[config.mk]
export PLATFORM = sky130hd
export DESIGN_NAME = qpsk_carrier_sequencer
export DESIGN_NICKNAME = d
export VERILOG_FILES = /design/src/rtl/qpsk_carrier_sequencer.sv
export SDC_FILE = /design/constraint.sdc
export NUM_CORES = 1
export LEC_CHECK = 0
export CAP_MARGIN = 40
export CORE_MARGIN = 3
export CORE_UTILIZATION = 30
export DETAILED_ROUTE_END_ITERATION = 8
export GPL_TIMING_DRIVEN = 1
export PLACE_DENSITY = 0.67
export RECOVER_POWER = 25
export REMOVE_ABC_BUFFERS = 1
export SETUP_SLACK_MARGIN = 0.05
export SYNTH_ARGS = -nofsm -noshare
export SYNTH_HDL_FRONTEND = slang
export SYNTH_SLANG_ARGS = --single-unit
[constraint.sdc]
create_clock -name clk -period 1.84 [get_ports clk]
set_clock_uncertainty 0.15 [all_clocks]
set_input_delay 0.368 -clock clk [delete_from_list [all_inputs] [get_ports clk]]
set_output_delay 0.368 -clock clk [all_outputs]
set_load 0.005 [all_outputs]
[src/rtl/qpsk_carrier_sequencer.sv]
// QPSK symbol-rate sequencer: per-sample sine/cosine table addresses and channel signs.
// Optional QPSK_SYM_COUNT_EN adds a 16-bit accepted-symbol counter output.
module qpsk_carrier_sequencer #(
    parameter int unsigned ADDR_W          = 4,
    parameter int unsigned PERIODS_PER_SYM = 2,
    parameter int unsigned QUAD_OFFSET     = 4
) (
    input  logic              clk,
    input  logic              rst,
    input  logic              enable,
    input  logic              clear_underrun,
    input  logic [1:0]        sym_data,
    input  logic              sym_valid,
    output logic              sym_ready,
    output logic [ADDR_W-1:0] q_addr,
    output logic [ADDR_W-1:0] i_addr,
    output logic              i_neg,
    output logic              q_neg,
    output logic              carrier_valid,
    output logic              sym_start,
    output logic              busy,
    output logic              underrun
`ifdef QPSK_SYM_COUNT_EN
    ,
    output logic [15:0]       sym_count
`endif
);

    localparam int unsigned SYM_LEN = PERIODS_PER_SYM * (2 ** ADDR_W);
    localparam int unsigned CNT_W   = $clog2(SYM_LEN);
    localparam logic [CNT_W-1:0]  LAST_CNT = CNT_W'(SYM_LEN - 1);
    localparam logic [ADDR_W-1:0] I_OFS    = ADDR_W'(QUAD_OFFSET);

    typedef enum logic {S_IDLE, S_RUN} state_t;

    state_t            state_q, state_d;
    logic [ADDR_W-1:0] phase_q, phase_d;
    logic [ADDR_W-1:0] i_addr_q, i_addr_d;
    logic [CNT_W-1:0]  cnt_q, cnt_d;
    logic              i_neg_q, i_neg_d;
    logic              q_neg_q, q_neg_d;
    logic              cv_q, cv_d;
    logic              sym_start_q, sym_start_d;
    logic              busy_q, busy_d;
    logic              underrun_q, underrun_d;
    logic              last_c;
    logic              accept_c;
`ifdef QPSK_SYM_COUNT_EN
    logic [15:0]       sym_count_q, sym_count_d;
`endif

    // Ready only when idle or on the final sample of the current symbol.
    always_comb begin
        last_c    = (state_q == S_RUN) && (cnt_q == LAST_CNT);
        sym_ready = enable && ((state_q == S_IDLE) || last_c);
        accept_c  = sym_valid && sym_ready;
    end

    always_comb begin
        state_d     = state_q;
        phase_d     = phase_q + ADDR_W'(1);
        cnt_d       = cnt_q + CNT_W'(1);
        i_neg_d     = i_neg_q;
        q_neg_d     = q_neg_q;
        cv_d        = cv_q;
        sym_start_d = 1'b0;
        underrun_d  = underrun_q;

        if (clear_underrun) begin
            underrun_d = 1'b0;
        end

        if (accept_c) begin
            state_d     = S_RUN;
            phase_d     = '0;
            cnt_d       = '0;
            i_neg_d     = sym_data[1];
            q_neg_d     = sym_data[0];
            cv_d        = 1'b1;
            sym_start_d = 1'b1;
        end else if ((state_q == S_IDLE) || last_c) begin
            state_d = S_IDLE;
            phase_d = '0;
            cnt_d   = '0;
            i_neg_d = 1'b0;
            q_neg_d = 1'b0;
            cv_d    = 1'b0;
            // Starved while enabled sets the flag; wins over a same-cycle clear.
            if (last_c && enable) begin
                underrun_d = 1'b1;
            end
        end

        i_addr_d = phase_d + I_OFS;
        busy_d   = (state_d == S_RUN);
    end

`ifdef QPSK_SYM_COUNT_EN
    always_comb begin
        sym_count_d = clear_underrun ? 16'd0 : sym_count_q;
        if (accept_c) begin
            sym_count_d = sym_count_d + 16'd1;
        end
    end
`endif

    always_ff @(posedge clk or posedge rst) begin
        if (rst) begin
            state_q     <= S_IDLE;
            phase_q     <= '0;
            i_addr_q    <= I_OFS;
            cnt_q       <= '0;
            i_neg_q     <= 1'b0;
            q_neg_q     <= 1'b0;
            cv_q        <= 1'b0;
            sym_start_q <= 1'b0;
            busy_q      <= 1'b0;
            underrun_q  <= 1'b0;
`ifdef QPSK_SYM_COUNT_EN
            sym_count_q <= 16'd0;
`endif
        end else begin
            state_q     <= state_d;
            phase_q     <= phase_d;
            i_addr_q    <= i_addr_d;
            cnt_q       <= cnt_d;
            i_neg_q     <= i_neg_d;
            q_neg_q     <= q_neg_d;
            cv_q        <= cv_d;
            sym_start_q <= sym_start_d;
            busy_q      <= busy_d;
            underrun_q  <= underrun_d;
`ifdef QPSK_SYM_COUNT_EN
            sym_count_q <= sym_count_d;
`endif
        end
    end

    assign q_addr        = phase_q;
    assign i_addr        = i_addr_q;
    assign i_neg         = i_neg_q;
    assign q_neg         = q_neg_q;
    assign carrier_valid = cv_q;
    assign sym_start     = sym_start_q;
    assign busy          = busy_q;
    assign underrun      = underrun_q;
`ifdef QPSK_SYM_COUNT_EN
    assign sym_count     = sym_count_q;
`endif

endmodule

Word-level counts from Yosys, hierarchy flattened. Cells that the tools add are included.

Flip-flop bits (word level): 18. Input port bits: 7. Logic and storage cells: 32.

Mux-type cells: 13. Bitwise operators: 1. Equality and inequality tests: 1. Add/sub/neg operators: 3. Reduce and logical (&&, ||, !) cells: 6.

Operators with widths (count): 2-to-1 mux 5 bit (2); 2-to-1 mux 1 bit (9); 2-to-1 mux 4 bit (2); adder 5 x 1 -> 5 bit (second input constant) (1); == test 5 bit (second input constant) (1); adder 4 x 1 -> 4 bit (second input constant) (1); adder 4 x 3 -> 4 bit (second input constant) (1); logical AND 1 bit (4); nonzero test 2 bit (1); logical OR 1 bit (1); NOT 1 bit (1).

Logic depth before layout (Yosys ltp). Gate-level depths: netlist of the first run.

Depth after elaboration: 7. Depth in mapped cells: 6. Gate-level depth less buffers: 6.

Worst setup path after synthesis of the first run. OpenSTA, ideal clock, no wires.

Kind: register to output. Start point: register cnt_q[0]. End point: output sym_ready. Data arrival time: 1421 ps. Slack: -99 ps. Stages on the path, launching flop included: 7. Cell sequence: dfrtp_1 ha_1 and3_1 ha_1 nand2b_1 buf_6 and2_1.

Word-level cells in the longest chain between the ends: 4.

Ends and longest elaborated chain: start, declared (RTL line 39) `logic [CNT_W-1:0] cnt_q, cnt_d;`; start signal, assigned (RTL line 126) `cnt_q <= cnt_d;`; == test 5 bit (RTL line 54) `last_c = (state_q == S_RUN) && (cnt_q == LAST_CNT);`; logical AND 1 bit (RTL line 54); logical OR 1 bit (RTL line 55) `sym_ready = enable && ((state_q == S_IDLE) || last_c);`; logical AND 1 bit (RTL line 55); end, declared (RTL line 14) `output logic sym_ready,`.

No other way between the ends.

Worst setup path in the final report of the first run.
Start point: register cnt_q[1]. End point: output sym_ready.

The elaborated chain is that of the path after synthesis.

==> results by group, run 1 <==
CTS
  – Maximum buffer depth of the clock tree: 2
  – H-tree depth: 1
  – TritonCTS clock tree: yes
  – Quantity of hold-fixing buffers added after cts: 0
  – Num CTS Buffers: 3
  – Reg clk slew, reported paths: 0.09 ns
  – Clock latency of the later-clocked register in the worst-skew pair: 0.28 ns
  – CTS sink count: 16
  – Root buffer cell: sky130_fd_sc_hd__clkbuf_4

Placement
  – Routability-driven placement congestion ratio: 0.6659
  – Port buffer count: 21
  – Instance count after placement with tap cells included: 110
  – DP HPWL: 1007 um

Timing
  – Slew Limit Headroom: 43.98%
  – Final worst-path setup slack: -0.2092 ns
  – Period utilisation layout: 111.4%
  – Transition time at the pin with the least slew margin: 0.8404 ns
  – Number of hold-slack violations in the final timing report: 0
  – Number of endpoints failing setup at the final stage: 1
  – Unrepaired setup endpoints after global routing: yes
  – Highest Clock Rate: 488.0 MHz
  – Tightest hold margin: 0.3619 ns
  – Final-report max-slew violation count: 0
  – Post-layout minimum cycle time: 2.049 ns

Logic synthesis
  – Post-synthesis average cell area: 11.96 um2
  – Main combinational cell family by area after synthesis: simple AND/OR/NAND/NOR gates
  – Yosys warns: 0
  – Mapped Cells: 57
  – Post-synthesis sequential area ratio: 58.90%
  – Area of the mapped netlist: 681.9 um2
  – Xor-xnor portion of the synthesized cell area: 6.422%
  – Compound-Gate Fraction of Synth Area: 4.037%
  – Area fraction in and, or, nand and nor cells after synthesis: 18.53%
  – Post-synthesis register bit count: 16
  – Post-synthesis cell type count: 21
  – Mux contribution to synthesized area: 0%
  – Post-synthesis adder-cell area fraction: 5.505%

Setup path
  – CP startpoint kind: flop
  – Type of the setup path with the least slack: flop to output port
  – Data arrival time of the critical path: 1.53 ns
  – Delay of the slowest cell on the worst path: 0.40 ns
  – Max Fanout on Critical Path: 2
  – Required time at the endpoint of the critical path: 1.32 ns
  – Crit path capture type: output port
  – Cells traversed along the worst timing path: ha_2 > and3_4 > ha_4 > nand2b_4 > and2_4 > buf_6
  – Critical Path Slowest Stage Cell: sky130_fd_sc_hd__dfrtp_1

Die
  – Initial core utilization: 33.07%
  – DIE HEIGHT: 53.68 um
  – Row count: 16
  – Core box area: 0.002062 mm2
  – Area of the die: 0.002881 mm2
  – Horizontal extent of the die: 53.68 um
  – # IOs: 22

GRT
  – Global routing usage on met3: 4.432%
  – Via count of the first global-routing pass: 508
  – Overall overflow remaining after global route: 0
  – Gr busiest metal: met2
  – Global routing usage summed across all routing layers: 11.21%
  – Global-route wire length before repair: 2249 um
  – Global-route met1 utilization: 11.53%
  – Antenna violations before repair: 0
  – Met2 track demand over resource: 19.76%
  – Pin count of the biggest net entering global routing: 17

Outcome
  – Failing checks: setup timing
  – Status: finished, violations left

Final layout
  – Total Nets Final: 105
  – Number of standard cells in the layout, taps in and fillers out: 121
  – Multi-input gate area in the final layout: 277.8 um2
  – Fill cell instance count of the final layout: 165
  – Area used by sequential logic in the layout: 405.4 um2
  – Layout-stage area growth over the synthesis result: 61.47%
  – Number of antenna cells inserted: 0
  – Layout cells sized above 1: 37.23%

Detailed routing
  – Average via count per standard cell: 4.388
  – Number of antenna-violating nets in the routed design: 0
  – Routed WL per cell: 11.54 um
  – Routed Wire Length: 1396 um
  – Iteration-0 DRC Markers: 8
  – Vias: 531
  – DRC violations left: 0
  – Length of the first detailed-routing pass in iterations: 4

Pwr
  – Leakage: 0.5185 nW
  – PwrDens: 1415 mW/mm2
  – Worst VDD drop: 0.6981 mV

Job
  – Max-cap check violation count: 0

Hold path
  – Tightest Hold Check Type: flop to flop
[flip-flops by register name (all words and copies together) (netlist names)]
| register | count |
|---|---|
| underrun | 1 |
| sym_start | 1 |
| q_neg | 1 |
| cnt_q | 5 |
| i_neg | 1 |
| i_addr | 4 |
| busy | 1 |
| q_addr | 2 |
[worst max-delay path, delay by kind of cell (launching register included)]
kind                       cells  cell delay [ns]
and+or+nand+nor                3             0.41
DFF                            1             0.40
adders and majority gates      2             0.33
buffers and inverters          1             0.10
[routing by layer]
layer / vias to the layer above / wire (um)
li1: 257 / -
met1: 256 / 541
met2: 18 / 746
met3: 0 / 109
met4: 0 / 0
met5: - / 0
[layout make-up]
class / count / area share [%]
clock buffers: 4 / 3.295
inverters: 3 / 1.023
multi-input cells: 34 / 25.23
flip-flops and latches: 16 / 36.82
well taps: 27 / 3.068
repair buffers: 37 / 30.57
[worst paths after layout]
check	startpoint	end	slack (ns)	cells past startpoint
hold reg to reg	q_neg	q_neg	0.36	1
setup / recovery	cnt_q[1]	sym_ready	-0.21	6
setup reg to reg	cnt_q[1]	i_neg	0.09	8
max in group asynchronous	rst	busy	0.36	3
min in group asynchronous	rst	i_neg	0.61	3
hold / removal	q_neg	q_neg	0.36	1
[metrics by stage]
step	total power [mW]	setup TNS, ns	util, %	instance area (um2)	setup WS, ns
global placement	1.186	-0.3284	46.54	959.7	-0.3284
global route	1.697	-0.2764	53.40	1101	-0.2764
detailed placement	1.213	-0.3487	46.54	959.7	-0.3487
CTS	1.457	-0.2376	49.39	1018	-0.2376
finish	1.558	-0.2092	53.40	1101	-0.2092
floorplan	0.8619	-0.1030	-	648.1	-0.1030
[cell usage in the layout (no fill, tap or decap), drive strengths merged]
| cell type | count |
|---|---|
| xnor2 | 1 |
| dfstp | 1 |
| nand3 | 2 |
| nand2b | 1 |
| inv | 3 |
| dlymetal6s2s | 1 |
| dlygate4sd2 | 1 |
| o21ai | 1 |
| clkdlybuf4s50 | 17 |
| xor2 | 4 |
| dlygate4sd3 | 1 |
| nand2 | 4 |
| nand4b | 1 |
| and2 | 4 |
| dfrtp | 15 |
| a22o | 2 |
| buf | 16 |
| nor2b | 1 |
| nor2 | 6 |
| a21oi | 1 |
| and3 | 2 |
| ha | 3 |
| nor3 | 1 |
| clkbuf | 5 |
[kinds of logic after synthesis]
group,after synthesis
XOR/XNOR,5
AND/OR/NAND/NOR,22
adder cells (fa/ha/maj),3
buffers and inverters,7
AO/OA/AOI/OAI,4
flip-flops,16
[report_power, final]
| group | switching (mW) | internal [mW] |
|---|---|---|
| registers | 0.0813 | 0.497 |
| logic | 0.275 | 0.482 |
| clock network | 0.103 | 0.120 |
| total | 0.459 | 1.10 |
[cell usage after synthesis (all sizes together)]
cell type | n | area, um2
nand3 | 2 | 10.01
nand2 | 4 | 15.01
dfrtp | 15 | 375.4
nand4b | 1 | 8.760
a21oi | 1 | 5.000
and3 | 2 | 12.51
ha | 3 | 37.54
nor2b | 1 | 13.76
a22o | 2 | 17.52
nand2b | 1 | 6.260
buf | 4 | 33.78
xnor2 | 1 | 8.760
nor3 | 1 | 10.01
inv | 3 | 11.26
nor2 | 6 | 25.03
xor2 | 4 | 35.03
o21ai | 1 | 5.000
dfstp | 1 | 26.28
and2 | 4 | 25.02
[what timing repair did]
item / CTS / global route
setup buffers: 0 / 7
pin swaps: 3 / 4
endpoints found under the hold margin: 0 / 0
resized for setup: 11 / 11
setup endpoints to repair: 2 / 8
(Power assumes the default switching activity.)
==> run 2, diff against run 1 <==
--- a/config.mk
+++ b/config.mk
@@ -6,7 +6,7 @@
 export NUM_CORES = 1
 export LEC_CHECK = 0
 export CAP_MARGIN = 40
-export CORE_MARGIN = 3
+export CORE_MARGIN = 2
 export CORE_UTILIZATION = 30
 export DETAILED_ROUTE_END_ITERATION = 8
 export GPL_TIMING_DRIVEN = 1
==> run 2 against run 1 <==
Effect of this change:
- the run still ends with setup timing left
- first-iteration DRC count fell by 88%
- die area is 7.3% lower
- routed wire length decreased by 4.0%
- global-route usage decreased by 0.31 points
- via count stayed put
- sequential share of layout area rose by 0.22 points
- register-to-register slack got worse by 0.04 ns
==> results by group, run 2 (synthesized netlist as in run 1, its figures left out) <==
Die
  – # IOs: 22 (unchanged)
  – Row count: 17 (was 16)
  – Initial core utilization: 31.43% (was 33.07%)
  – Core box area: 0.002170 mm2 (was 0.002062 mm2)
  – Horizontal extent of the die: 51.68 um (was 53.68 um)
  – Area of the die: 0.002670 mm2 (was 0.002881 mm2)
  – DIE HEIGHT: 51.68 um (was 53.68 um)

Timing
  – Final worst-path setup slack: -0.2457 ns (was -0.2092 ns)
  – Unrepaired setup endpoints after global routing: yes (unchanged)
  – Highest Clock Rate: 479.5 MHz (was 488.0 MHz)
  – Number of hold-slack violations in the final timing report: 0 (unchanged)
  – Final-report max-slew violation count: 0 (unchanged)
  – Final total negative setup slack: -0.2457 ns (was -0.2092 ns)
  – Number of endpoints failing setup at the final stage: 1 (unchanged)
  – Period utilisation layout: 113.4% (was 111.4%)
  – Post-layout minimum cycle time: 2.086 ns (was 2.049 ns)
  – Slew Limit Headroom: 42.85% (was 43.98%)
  – Transition time at the pin with the least slew margin: 0.8572 ns (was 0.8404 ns)
  – Tightest hold margin: 0.3643 ns (was 0.3619 ns)

GRT
  – Global-route wire length before repair: 2049 um (was 2249 um)
  – Pin count of the biggest net entering global routing: 17 (unchanged)
  – Global routing usage summed across all routing layers: 10.90% (was 11.21%)
  – Via count of the first global-routing pass: 492 (was 508)
  – Antenna violations before repair: 0 (unchanged)
  – Overall overflow remaining after global route: 0 (unchanged)

Placement
  – Routability-driven placement congestion ratio: 0.6991 (was 0.6659)
  – Port buffer count: 21 (unchanged)
  – DP HPWL: 935.7 um (was 1007 um)
  – Instance count after placement with tap cells included: 109 (was 110)

Setup path
  – Number of buffer and inverter instances along the worst setup path: 1 (unchanged)
  – Type of the setup path with the least slack: flop to output port (unchanged)
  – Crit path capture type: output port (unchanged)
  – Data arrival time of the critical path: 1.57 ns (was 1.53 ns)
  – Required time at the endpoint of the critical path: 1.32 ns (about the same)
  – CP startpoint kind: flop (unchanged)
  – Cells traversed along the worst timing path: ha_2 > and3_4 > ha_4 > nand2b_4 > and2_4 > buf_6 (unchanged)
  – Kind of cell with the highest combined delay on the critical path: simple AND/OR/NAND/NOR gates (unchanged)
  – Max Fanout on Critical Path: 2 (unchanged)
  – Critical Path Slowest Stage Cell: sky130_fd_sc_hd__dfrtp_1 (unchanged)
  – Delay of the slowest cell on the worst path: 0.39 ns (was 0.40 ns)

Detailed routing
  – Length of the first detailed-routing pass in iterations: 2 (was 4)
  – DRC violations left: 0 (unchanged)
  – Number of antenna-violating nets in the routed design: 0 (unchanged)
  – Routed Wire Length: 1340 um (was 1396 um)
  – Vias: 531 (unchanged)
  – Routed WL per cell: 10.98 um (was 11.54 um)
  – Detail Route met3 WL: 83 um (was 109 um)
  – Sum of routed wire segments on met1: 514 um (was 541 um)
  – Average via count per standard cell: 4.352 (was 4.388)
  – Top layer used by detailed routing: met4 (was met3)
  – Iteration-0 DRC Markers: 1 (was 8)
  – Wire length on met2: 736 um (was 746 um)

Pwr
  – Worst VDD drop: 0.6245 mV (was 0.6981 mV)
  – PwrDens: 1390 mW/mm2 (was 1415 mW/mm2)
  – Leakage: 0.5065 nW (was 0.5185 nW)

Final layout
  – Layout cells sized above 1: 32.98% (was 37.23%)
  – Final Core Density: 50.29% (was 53.40%)
  – Biggest register: cnt_q (unchanged)
  – Layout-stage area growth over the synthesis result: 60.00% (was 61.47%)
  – Number of standard cells in the layout, taps in and fillers out: 122 (was 121)
  – Top library cells by usage in the layout, fill and taps aside: sky130_fd_sc_hd__clkdlybuf4s50_1, sky130_fd_sc_hd__dfrtp_1, sky130_fd_sc_hd__buf_4 (was sky130_fd_sc_hd__clkdlybuf4s50_1, sky130_fd_sc_hd__buf_4, sky130_fd_sc_hd__dfrtp_1)
  – Most common cell after layout, fill and taps aside: sky130_fd_sc_hd__clkdlybuf4s50_1 (unchanged)
  – Number of antenna cells inserted: 0 (unchanged)
  – Total Nets Final: 105 (unchanged)
  – Fill cell instance count of the final layout: 206 (was 165)
  – Flip-flop count of the largest register after layout: 5 (unchanged)

Outcome
  – Failing checks: setup timing (unchanged)
  – Status: finished, violations left (unchanged)

CTS
  – Maximum buffer depth of the clock tree: 2 (unchanged)
  – TritonCTS clock tree: yes (unchanged)
  – Root buffer cell: sky130_fd_sc_hd__clkbuf_4 (unchanged)
  – Clock latency of the later-clocked register in the worst-skew pair: 0.28 ns (about the same)
  – H-tree depth: 1 (unchanged)
  – Reg clk slew, reported paths: 0.09 ns (about the same)
  – Num CTS Buffers: 3 (unchanged)
  – Quantity of hold-fixing buffers added after cts: 0 (unchanged)
  – CTS sink count: 16 (unchanged)

Hold path
  – Tightest Hold Check Type: flop to flop (unchanged)

Job
  – Max-cap check violation count: 0 (unchanged)
[run 2: cell types whose count changed in the layout (fill, tap and decap cells not counted), sizes merged]
cell,change
clkdlybuf4s50,+1
dlymetal6s2s,-1
[run 2: power by group]
part           internal, mW  switching [mW]
combinational         0.458           0.258
sequential            0.494          0.0827
clock                 0.120           0.104
total                  1.07           0.444
[run 2: metrics by stage]
stage / total power, mW / setup slack, ns / cell area (um2)
after floorplan: 0.8619 / -0.1030 / 648.1
after global placement: 1.160 / -0.3306 / 945.9
after detailed placement: 1.182 / -0.3567 / 945.9
after CTS: 1.439 / -0.2594 / 1012
after global routing: 1.642 / -0.3097 / 1091
final: 1.517 / -0.2457 / 1091
[run 2: final cells by class]
cell class | count | area [um2] | area share (%)
clock buffers | 4 | 36.28 | 3.326
inverters | 3 | 11.26 | 1.032
multi-input cells | 34 | 270.3 | 24.77
flip-flops and latches | 16 | 404.1 | 37.04
well taps | 28 | 35.03 | 3.211
repair buffers | 37 | 334.1 | 30.62
[run 2: layer usage]
layer,vias to the layer above,global-route usage [%]
met4,0,6.579
li1,260,-
met2,14,19.23
met3,2,3.736
met1,255,10.97
met5,-,0
[run 2: worst register-to-register path, delay by kind of cell, from the launching register on]
| kind | cells | cell delay [ns] |
|---|---|---|
| buffers and inverters | 2 | 0.24 |
| flip-flops | 1 | 0.39 |
| adder cells (fa/ha/maj) | 2 | 0.34 |
| AO/OA/AOI/OAI | 1 | 0.19 |
| AND/OR/NAND/NOR | 3 | 0.38 |
[run 2: worst paths after layout]
path	to	depth (start not counted)	slack, ns	startpoint
setup / recovery	sym_ready	6	-0.25	cnt_q[0]
hold / removal	q_neg	1	0.36	q_neg
setup reg to reg	i_neg	8	0.05	cnt_q[0]
hold reg to reg	q_neg	1	0.36	q_neg
max in group asynchronous	i_addr[0]	3	0.34	rst
min in group asynchronous	underrun	3	0.61	rst
[run 2: what timing repair did]
action	in CTS	in global routing
endpoints found under the setup margin	2	8
setup buffers	1	8
gates resized for setup	11	6
pin swaps	3	5
